File: src/rtl/cdc_src_handshake.sv
`timescale 1ns/1ps
// cdc_src_handshake
// Source-side (clk_a) sender of a 4-phase req/ack handshake into the clk_b
// domain. A word accepted on in_valid/in_ready is frozen on data_out while the
// level request data_en is high. The request drops once the synchronized ack
// arrives, or when the optional timeout expires. The block then waits for the
// ack to return low before it accepts the next word.
module cdc_src_handshake #(
    parameter int DW          = 4,
    parameter int SYNC_STAGES = 2,
    parameter int TIMEOUT     = 255
) (
    input  logic          clk_a,
    input  logic          arstn,
    input  logic          in_valid,
    input  logic [DW-1:0] in_data,
    output logic          in_ready,
    input  logic          b_ack,
    output logic [DW-1:0] data_out,
    output logic          data_en,
    output logic          tx_done,
    input  logic          clr_err,
    output logic          timeout_err
);

    // Counter just wide enough to hold TIMEOUT; a disabled timeout still keeps one bit.
    localparam int CNT_W = (TIMEOUT < 2) ? 1 : $clog2(TIMEOUT + 1);
    localparam logic [CNT_W-1:0] CNT_MAX  = '1;
    localparam logic [CNT_W-1:0] CNT_LAST = CNT_W'(TIMEOUT - 1);

    typedef enum logic [1:0] {
        IDLE    = 2'd0,
        REQ     = 2'd1,
        RELEASE = 2'd2
    } state_t;

    state_t                 state_q, state_d;
    logic [CNT_W-1:0]       cnt_q, cnt_d;
    logic                   by_ack_q, by_ack_d;
    logic [DW-1:0]          data_d;
    logic                   en_d;
    logic                   done_d;
    logic                   err_set;
    logic                   err_d;
    logic [SYNC_STAGES-1:0] ack_sync;
    logic                   ack_s;

    // Bring the asynchronous ack level into clk_a through a plain flop chain.
    always_ff @(posedge clk_a or negedge arstn) begin
        // NOTE: sequential state uses non-blocking assignments so every flop samples pre-edge values.
        if (!arstn) begin
            ack_sync <= '0;
        end else begin
            ack_sync <= {ack_sync[SYNC_STAGES-2:0], b_ack};
        end
    end

    assign ack_s    = ack_sync[SYNC_STAGES-1];
    assign in_ready = (state_q == IDLE);

    // Next-state and next-output logic of the handshake sequencer.
    always_comb begin
        // NOTE: every signal gets a default first so no path can leave one unassigned (no latches).
        state_d  = state_q;
        cnt_d    = cnt_q;
        by_ack_d = by_ack_q;
        data_d   = data_out;
        en_d     = data_en;
        done_d   = 1'b0;
        err_set  = 1'b0;

        unique case (state_q)
            IDLE: begin
                // A stale ack seen here is ignored; REQ deals with it.
                if (in_valid) begin
                    data_d  = in_data;
                    en_d    = 1'b1;
                    cnt_d   = '0;
                    state_d = REQ;
                end
            end
            REQ: begin
                if (cnt_q != CNT_MAX) begin
                    cnt_d = cnt_q + 1'b1;
                end
                // The ack takes priority over a timeout that expires in the same cycle.
                if (ack_s) begin
                    en_d     = 1'b0;
                    by_ack_d = 1'b1;
                    state_d  = RELEASE;
                end else if ((TIMEOUT != 0) && (cnt_q == CNT_LAST)) begin
                    en_d     = 1'b0;
                    by_ack_d = 1'b0;
                    err_set  = 1'b1;
                    state_d  = RELEASE;
                end
            end
            RELEASE: begin
                // The cycle is complete only when the far side has lowered its ack.
                if (!ack_s) begin
                    done_d  = by_ack_q;
                    state_d = IDLE;
                end
            end
            default: begin
                state_d = IDLE;
            end
        endcase

        // A new timeout beats a clear request in the same cycle.
        err_d = err_set | (timeout_err & ~clr_err);
    end

    // State, counter and output registers; everything sent to clk_b comes straight from a flop.
    always_ff @(posedge clk_a or negedge arstn) begin
        if (!arstn) begin
            state_q     <= IDLE;
            cnt_q       <= '0;
            by_ack_q    <= 1'b0;
            data_out    <= '0;
            data_en     <= 1'b0;
            tx_done     <= 1'b0;
            timeout_err <= 1'b0;
        end else begin
            state_q     <= state_d;
            cnt_q       <= cnt_d;
            by_ack_q    <= by_ack_d;
            data_out    <= data_d;
            data_en     <= en_d;
            tx_done     <= done_d;
            timeout_err <= err_d;
        end
    end

endmodule

File: config.mk
export PLATFORM = sky130hd
export DESIGN_NAME = cdc_src_handshake
export DESIGN_NICKNAME = d
export VERILOG_FILES = /design/src/rtl/cdc_src_handshake.sv
export SDC_FILE = /design/constraint.sdc
export NUM_CORES = 1
export LEC_CHECK = 0
export ABC_AREA = 1
export CELL_PAD_IN_SITES_DETAIL_PLACEMENT = 1
export CELL_PAD_IN_SITES_GLOBAL_PLACEMENT = 2
export CORE_AREA = 2 2 61 63
export CTS_CLUSTER_DIAMETER = 40
export DETAILED_ROUTE_END_ITERATION = 8
export DIE_AREA = 0 0 63 65
export HOLD_SLACK_MARGIN = 0.02
export PLACE_DENSITY_LB_ADDON = 0.1
export SKIP_CTS_REPAIR_TIMING = 1
export SYNTH_ARGS = -nofsm -noshare
export SYNTH_HDL_FRONTEND = slang
export SYNTH_SLANG_ARGS = --single-unit
File: constraint.sdc
create_clock -name clk_a -period 1.8 [get_ports clk_a]
set_clock_uncertainty 0.15 [all_clocks]
set_input_delay 0.45 -clock clk_a [delete_from_list [all_inputs] [get_ports clk_a]]
set_output_delay 0.45 -clock clk_a [all_outputs]
set_load 0.005 [all_outputs]
==> run summary <==
Entering global routing, the biggest net connects 21 pins. At the pin with the least slew margin, the transition time is 0.276 ns. CTS saw 20 sinks. The share of the core filled with cells is 0.364, and the total number of placement rows is 22.

The class of the most critical setup path was reg -> out. The per-cell routed wire length was 12.2 um; the stage delay of the slowest cell on the critical path was 0.42 ns. The average instance in the mapped netlist occupies 8.28 um^2.

The placed instance area was 0.00119 mm^2; the total setup violations reported at the end of the flow was 0. The run gives 0.816 as the worst slew margin relative to its limit. The number of placed I/O pins is 17, and the leakage power is 0.669 nW. Summed over all layers, the global routing overflow is 0. The tools report the total CTS buffers as 3. From synthesis to final layout, the design area changed by 35.0%. The number of buffer and inverter stages on the critical path works out to 1.

Vias per cell: 4.30. The wire length of the first global-routing pass was 4020 um; the total vias in the final route was 804. The post-route fraction of the period consumed by the critical path works out to 0.881.

The netlist uses 18 different library cells. The detailed placement HPWL came out at 1700 um. The remaining antenna violation count was 0.

The tools report the number of global-route vias before repair as 876. The tools report the endpoint class of the critical path as an output port. After detailed routing, the number of remaining DRC violations is 0. The arrival time at the worst endpoint came out at 0.99 ns.

The tools report the required time at the endpoint of the critical path as 1.20 ns. The horizontal die dimension was 63 um. The run finished with clean final reports. Final critical delay including setup and external delays: 1.59 ns. The placed instance count is 181.

The fraction of final layout cells with drive strength greater than 1 was 0.137; the fmax was 630 MHz. The post-route non-filler standard cell count was 187; the area of the mapped netlist was 943 um^2. Summed over all layers, the routed wires come to 2280 um. The maximum root-to-sink buffer count was 2; the fill cell total of the finished layout was 437. The path class of the tightest hold or removal check is reg -> reg. The category of cells accounting for the largest share of critical-path delay was flip-flops.

The logs give 0.531 for the sequential cell area fraction in the yosys report and 0 for the number of antenna diodes. The tools report the total of warnings raised by yosys as 0. The tools report the number of nets produced by synthesis as 125. During placement, the flow inserted port buffers numbering 16.

The total number of H-tree levels is 1. The tools report the number of antenna violations at the first check in global routing as 0. The tree is rooted in a sky130_fd_sc_hd__clkbuf_4. For the first-pass iteration count of the detailed router, the log shows 4. The final hold violation count is 0. Setup repair after global routing left no endpoint under its margin.

The tools report the worst hold slack as 0.216 ns. The chip height is 65 um. The congestion estimate from routability-driven global placement came to 0.742. The core box area is 0.00350 mm^2, and the number of DRC violations after detailed-routing iteration 0 is 34. Synthesis handed over a netlist of 114 instances. For the global-route usage over all layers, the log shows 0.129. Net count of the finished layout: 151. The starting utilization of the core area was 0.270; the biggest fanout along the worst timing path was 2. TritonCTS built the clock tree. Clock-pin slew on the worst setup and hold paths: 0.13 ns.

The number of register bits inferred by synthesis was 20. The peak supply drop was 0.423 mV; the die area was 0.00410 mm^2. The run gives 0 as the final-report max-slew violation count. The ratio of total power to cell area is 1310 mW/mm^2. The final design instance area without fill came out at 0.00127 mm^2. The clock latency at the later pin of the worst-skew pair came out at 0.31 ns.

The tools report the total of max-cap violations as 0. Library cell contributing the largest single delay on the critical path: sky130_fd_sc_hd__dfrtp_1. STA classifies the critical path startpoint as a register.

The signal on the critical path passes through nor2_2 -> dlymetal6s2s_1.
-- path summary, 6_finish.rpt --
check,endpoint,start,slack [ns],cells past startpoint
max,in_ready,state_q[1],0.21,2
min,ack_sync[1],ack_sync[0],0.22,0
max reg2reg,cnt_q[5],cnt_q[1],0.24,8
min reg2reg,ack_sync[1],ack_sync[0],0.22,0
max in group asynchronous,cnt_q[0],arstn,0.96,2
min in group asynchronous,ack_sync[0],arstn,0.32,2
-- where the power goes --
group          switching (mW)  internal (mW)
clock                   0.156          0.225
combinational           0.355          0.291
sequential             0.0830          0.558
total                   0.594           1.07
-- Yosys cell counts --
library cell	instances	area, um^2
sky130_fd_sc_hd__nand2_1	39	146
sky130_fd_sc_hd__dfrtp_1	20	500
sky130_fd_sc_hd__inv_1	11	41.3
sky130_fd_sc_hd__nor2_1	10	37.5
sky130_fd_sc_hd__nand3_1	8	40.0
sky130_fd_sc_hd__o21ai_1	6	30.0
sky130_fd_sc_hd__nand2_2	4	25.0
sky130_fd_sc_hd__o21ai_0	3	15.0
sky130_fd_sc_hd__ha_1	2	25.0
sky130_fd_sc_hd__inv_2	2	7.51
sky130_fd_sc_hd__nor2_2	2	12.5
sky130_fd_sc_hd__a21oi_4	1	16.3
sky130_fd_sc_hd__nand3b_1	1	7.51
sky130_fd_sc_hd__nor2_4	1	11.3
sky130_fd_sc_hd__nor3_1	1	5.00
sky130_fd_sc_hd__o211ai_1	1	7.51
sky130_fd_sc_hd__o22ai_1	1	6.26
sky130_fd_sc_hd__xor2_1	1	8.76
-- per-layer routing --
layer / vias up / wire length [um] / GRT usage
met5: - / 0 / 0
met4: 0 / 40 / 0.0583
met3: 4 / 68 / 0.0243
met2: 12 / 1090 / 0.225
met1: 377 / 1080 / 0.155
li1: 411 / - / -
-- cells in the final DEF (no fill, tap or decap) --
cell type / n
sky130_fd_sc_hd__dlymetal6s2s_1: 8
sky130_fd_sc_hd__nand3_1: 8
sky130_fd_sc_hd__nor2_4: 1
sky130_fd_sc_hd__nand2_1: 39
sky130_fd_sc_hd__o211ai_1: 1
sky130_fd_sc_hd__a21oi_4: 1
sky130_fd_sc_hd__nor2_2: 2
sky130_fd_sc_hd__bufinv_16: 1
sky130_fd_sc_hd__nor3_1: 1
sky130_fd_sc_hd__buf_4: 5
sky130_fd_sc_hd__xor2_1: 1
sky130_fd_sc_hd__nor2_1: 10
sky130_fd_sc_hd__o21ai_0: 3
sky130_fd_sc_hd__o21ai_1: 6
sky130_fd_sc_hd__clkdlybuf4s50_1: 8
sky130_fd_sc_hd__nand2_2: 4
sky130_fd_sc_hd__dfrtp_1: 20
sky130_fd_sc_hd__inv_1: 11
sky130_fd_sc_hd__ha_1: 2
sky130_fd_sc_hd__o22ai_1: 1
sky130_fd_sc_hd__clkbuf_4: 3
sky130_fd_sc_hd__nand3b_1: 1
sky130_fd_sc_hd__inv_2: 2
-- kinds of logic (layout without fill, tap and decap cells) --
logic type	after synthesis	count (layout)	synth area share
adder cells (fa/ha/maj)	2	2	0.0265
XOR/XNOR	1	1	0.00929
flip-flops	20	20	0.531
AND/OR/NAND/NOR	66	66	0.302
AO/OA/AOI/OAI	12	12	0.0796
buffers and inverters	13	38	0.0517
-- stage by stage --
step	setup TNS, ns	power [mW]	worst slack, ns
finish	0	1.67	0.214
global route	0	1.82	0.0706
CTS	-0.270	1.69	-0.212
detailed placement	0	1.30	0.0868
global placement	0	1.28	0.125
floorplan	0	0.970	0.445
-- sequential cells by signal (all words and copies together), names as in the netlist --
register     cells
cnt_q            8
by_ack_q         1
data_out         4
ack_sync         2
tx_done          1
data_en          1
timeout_err      1
state_q          2
-- final cells by class --
cell class / instances / area (um^2) / share of cell area
flip-flops and latches: 20 / 500 / 0.393
multi-input cells: 81 / 394 / 0.309
repair buffers: 21 / 218 / 0.171
well taps: 48 / 60.1 / 0.0472
inverters: 13 / 48.8 / 0.0383
clock inverters: 1 / 30.0 / 0.0236
clock buffers: 3 / 22.5 / 0.0177
No activity file was read; power rests on OpenSTA's default activity.
==> RTL change 1 (same settings) <==
Set the parameter `DW` to 5 (it was 4).
--- a/src/rtl/cdc_src_handshake.sv
+++ b/src/rtl/cdc_src_handshake.sv
@@ -6,7 +6,7 @@
 // arrives, or when the optional timeout expires. The block then waits for the
 // ack to return low before it accepts the next word.
 module cdc_src_handshake #(
-    parameter int DW          = 4,
+    parameter int DW          = 5,
     parameter int SYNC_STAGES = 2,
     parameter int TIMEOUT     = 255
 ) (
Interface: changed (resized data_out and in_data); port bits go from 17 to 19. The function was not compared with the original's and may differ.
==> RTL change 1 against the original RTL <==
- die area is the same
- critical path depth shrank 1
- count of clock-buffer cells in the layout increased by 1
- routed wire length rose by 0.26%
- register-to-register slack got worse by 50 ps
- final area up 4.0%
- worst hold slack better by 8.4 ps
- worst setup slack got worse by 160 ps
- total power fell by 7.2%
- largest cell class unchanged
- area after synthesis rose by 4.5%
- sequential cell count increased by 1
- maximum frequency is 9.1% lower
- critical endpoint is now timeout_err
==> RTL change 1: results <==
grt:
  grt_max_degree: 22
  grt_pass1_wl_mm: 4.17
  grt_use_met1_pct: 15.9
  use_met2_pct: 22.9
  use_met3_pct: 1.91
  antenna_found_initial: 0
  grt_pass1_vias: 943
  grt_use_total_pct: 13.1
hold_path:
  hold_path_depth: 0
  holdPathEnd: "ack_sync[1]"
  holdCritPathClass: "flop to flop"
  hp-start: "ack_sync[0]"
final_layout:
  largest_registers: "cnt_q: 8 flops, data_out: 5 flops"
  instances_no_fill: 193
  num-fill-cells: 444
  fin_nets: 158
  n_antenna_cell: 0
  drive_gt1_share_pct: 15.2
sta:
  slew_viol_final: 0
  fin_ws_ps: 56.0
  tightest_slew_ps: 294
critical_path:
  slowest_delay_ps: 490
  reg2reg_slack_ps: 190
  cpMaxStageDelayCell: "clkdlybuf4s50_1"
  critPathMaxFanout: 2
  cp.arrival_ps: 1140
  r2r_end: "cnt_q[5]"
  r2r_cells: 9
  critPathTopFamily: "buffers and inverters"
  r2r_start: "cnt_q[0]"
outcome:
  status: "finished, final reports clean"
route:
  via_per_inst: 4.39
  dr.pass1.iters: 3
  routed_wl_mm: 2.28
  drt_iter0_drc: 21
placed_design:
  place_area_um2: 1260
  hpwl_mm: 1.76
  post-place-ws_ps: 114
  port_buffers: 18
  gp_congestion: 0.764
  placedCellCount: 186
power:
  sw_frac_of_total_pct: 36.8
  peakVddDrop_v: 0.000401
  power.leakage_uw: 0.000681
synth:
  yosys.area.top_type: "dfrtp_1"
  seq_area_frac_synth_pct: 53.3
  ys_types: 20
  syn_area_per_cell_um2: 8.50
  syn_nets: 128
  synth.area.top_cells: "dfrtp_1 (53%), nand2_1 (15%), nand3_1 (4.6%)"
  netlist_top_cells_count: "nand2_1 (40), dfrtp_1 (21), inv_1 (12)"
clock_tree:
  cts.htree.levels: 1
  clock_path_buffers: 2
  path_clk_slew_ps: 110
  clk_latency_ps: 290
RTL change 1: changes by cell type after synthesis, moves of 2 or more:
| cell | change |
|---|---|
| o21ai_0 | +6 |
| o21ai_1 | -3 |
| nand2_2 | +2 |
| nor2_1 | -8 |
RTL change 1: per-layer routing:
| metal | up-vias | part of all wire, % |
|---|---|---|
| met5 | - | 0 |
| met4 | 0 | 0.88 |
| met3 | 2 | 3.3 |
| met2 | 13 | 51 |
| met1 | 403 | 44 |
| li1 | 430 | - |
RTL change 1: area by class of cell:
class	instances	share of cell area, %
sequential	21	39.7
timing repair buffer	25	19.1
clock buffer	4	1.98
inverter	13	3.68
tap	48	4.53
multi-input combinational	82	31.1
RTL change 1: logic make-up (layout without fill, tap and decap cells):
logic type	Yosys count	count (layout)	synth area share, %
AO/OA/AOI/OAI	16	16	9.90
adder cells (fa/ha/maj)	2	2	2.54
buffers and inverters	13	42	4.95
flip-flops	21	21	53.3
AND/OR/NAND/NOR	64	64	29.3
RTL change 1: power groups by stage:
stage                     Clock, µW  Combinational [µW]  Sequential [µW]
after floorplan                   0                 319              686
after global placement            0                 637              694
after detailed placement          0                 647              700
after CTS                       243                 651              693
after global routing            261                 739              708
final                           224                 640              686
RTL change 1: metrics by stage:
stage	hold WS (ps)	utilization, %
final	224	37.9
after global routing	240	37.9
after CTS	230	36.7
after detailed placement	202	35.9
after global placement	189	35.9
after floorplan	4.41	-
RTL change 1: how the worst max path moves through the flow:
stage | start | to | cells past startpoint
floorplan | cnt_q[0] | cnt_q[5] | 9
global placement | state_q[0] | in_ready | 2
detailed placement | in_valid | cnt_q[7] | 5
CTS | state_q[0] | in_ready | 2
global route | timeout_err | timeout_err | 1
finish | timeout_err | timeout_err | 1
==> RTL change 2 (config.mk and constraints unchanged) <==
Without the edit above. `data_out` no longer has a reset.
--- a/src/rtl/cdc_src_handshake.sv
+++ b/src/rtl/cdc_src_handshake.sv
@@ -117,7 +117,6 @@
             state_q     <= IDLE;
             cnt_q       <= '0;
             by_ack_q    <= 1'b0;
-            data_out    <= '0;
             data_en     <= 1'b0;
             tx_done     <= 1'b0;
             timeout_err <= 1'b0;
@@ -125,12 +124,15 @@
             state_q     <= state_d;
             cnt_q       <= cnt_d;
             by_ack_q    <= by_ack_d;
-            data_out    <= data_d;
             data_en     <= en_d;
             tx_done     <= done_d;
             timeout_err <= err_d;
         end
     end
 
+    always_ff @(posedge clk_a) begin
+        data_out <= data_d;
+    end
+
 endmodule
 
Formal check against the unedited RTL: not equivalent (Yosys sat finds a counterexample within 4 cycles, from zero or initial values and one cycle with arstn low).
==> RTL change 2 against the original RTL <==
- worst setup slack worse by 160 ps
- area after synthesis is 6.6% higher
- critical path type unchanged
- count of clock-buffer cells in the layout is 1 higher
- critical path depth is 1 lower
- routed wire length is 5.4% higher
- sequential power is 3% lower
- final cell count is 2.7% lower
- total power is 6.5% lower
- sequential cell count stayed put
- maximum frequency is 9.2% lower
- largest power group unchanged
- combinational power is 3.6% higher
- critical endpoint is now data_out[0]
- final area is 4.4% higher
==> RTL change 2: results <==
synth:
  netlist_top_cells_count: "nand2_1 (24), dfrtp_1 (16), nand3_1 (15)"
  seq_area_frac_synth_pct: 51.7
  syn_area_per_cell_um2: 9.40
  synth-async-reset-ratio_pct: 80.0
  synth_edf_count: 4
  ys_types: 22
  synth.area.top_cells: "dfrtp_1 (40%), edfxtp_1 (12%), nand2_1 (9.0%)"
  syn_nets: 118
power:
  p_int_uw: 978
  power.leakage_uw: 0.000625
  peakVddDrop_v: 0.000597
placed_design:
  place_area_um2: 1250
  placedCellCount: 174
  hpwl_mm: 1.86
  port_buffers: 16
  gp_congestion: 0.737
final_layout:
  largest_registers: "cnt_q: 8 flops, data_out: 4 flops"
  fin_nets: 146
  drive_gt1_share_pct: 25.4
grt:
  grt_use_total_pct: 13.7
  grt_pass1_vias: 923
  use_met3_pct: 1.74
  use_met2_pct: 24.9
  overflow: 0
  grt_max_degree: 17
  grt_use_met1_pct: 15.6
  grt_pass1_wl_mm: 4.24
critical_path:
  cp.arrival_ps: 1150
  crit_start: "data_out[0]"
  r2r_cells: 5
  cpMaxStageDelayCell: "clkdlybuf4s50_1"
  critPathTopFamily: "buffers and inverters"
  critPathMaxFanout: 1
  r2r_end: "data_en"
  slowest_delay_ps: 510
  r2r_start: "state_q[1]"
route:
  routed_wl_mm: 2.40
  via_per_inst: 4.52
  routedWlPerCell_um: 13.2
  drt_iter0_drc: 17
sta:
  slew_headroom_pct: 76.9
  timing.hold.ws_ps: 215
hold_path:
  holdPathEnd: "ack_sync[1]"
clock_tree:
  clk_latency_ps: 310
outcome:
  status: "finished, final reports clean"
## RTL change 2: area by class of cell
type | count | area (µm²)
Clock buffer | 4 | 36.3
Fill cell | 438 | 2170
Inverter | 16 | 60.1
Multi-Input combinational cell | 70 | 423
Sequential cell | 20 | 520
Tap cell | 48 | 60.1
Timing Repair Buffer | 24 | 230
## RTL change 2: power groups by stage
| stage | combinational [µW] | clock, µW | sequential [µW] |
|---|---|---|---|
| global placement | 615 | 0 | 630 |
| finish | 669 | 267 | 624 |
| detailed placement | 627 | 0 | 633 |
| CTS | 631 | 283 | 623 |
| floorplan | 355 | 0 | 640 |
| global route | 741 | 301 | 633 |
## RTL change 2: cell families (layout without fill, tap and decap cells)
group	after synthesis	in the layout	share of synthesized area, %
buf+inv	17	44	6.72
xor+xnor	1	1	0.871
flops	20	20	51.7
compound gates	8	8	5.97
simple gates	59	59	32.2
fa+ha+maj	2	2	2.49
## RTL change 2: metal layers
layer / vias to the layer above / part of all wire [%]
met1: 406 / 43
met3: 6 / 2.3
met5: - / 0
met2: 11 / 52
li1: 400 / -
met4: 0 / 2.6
## RTL change 2: worst max path at each step
stage               cells after the start  slack (ps)           to
floorplan                               8         400     cnt_q[1]
global placement                        3         130  data_out[0]
detailed placement                      3         110  data_out[0]
CTS                                     2        -240     in_ready
global route                            1           2  data_out[0]
finish                                  1          50  data_out[0]
## RTL change 2: stage by stage
step                      util [%]  setup slack, ps  power [µW]
after detailed placement      35.7              113        1260
after CTS                     36.8             -236        1540
final                         38.0             53.6        1560
after global placement        35.7              126        1250
after floorplan                  -              400         994
after global routing          38.0             1.77        1670
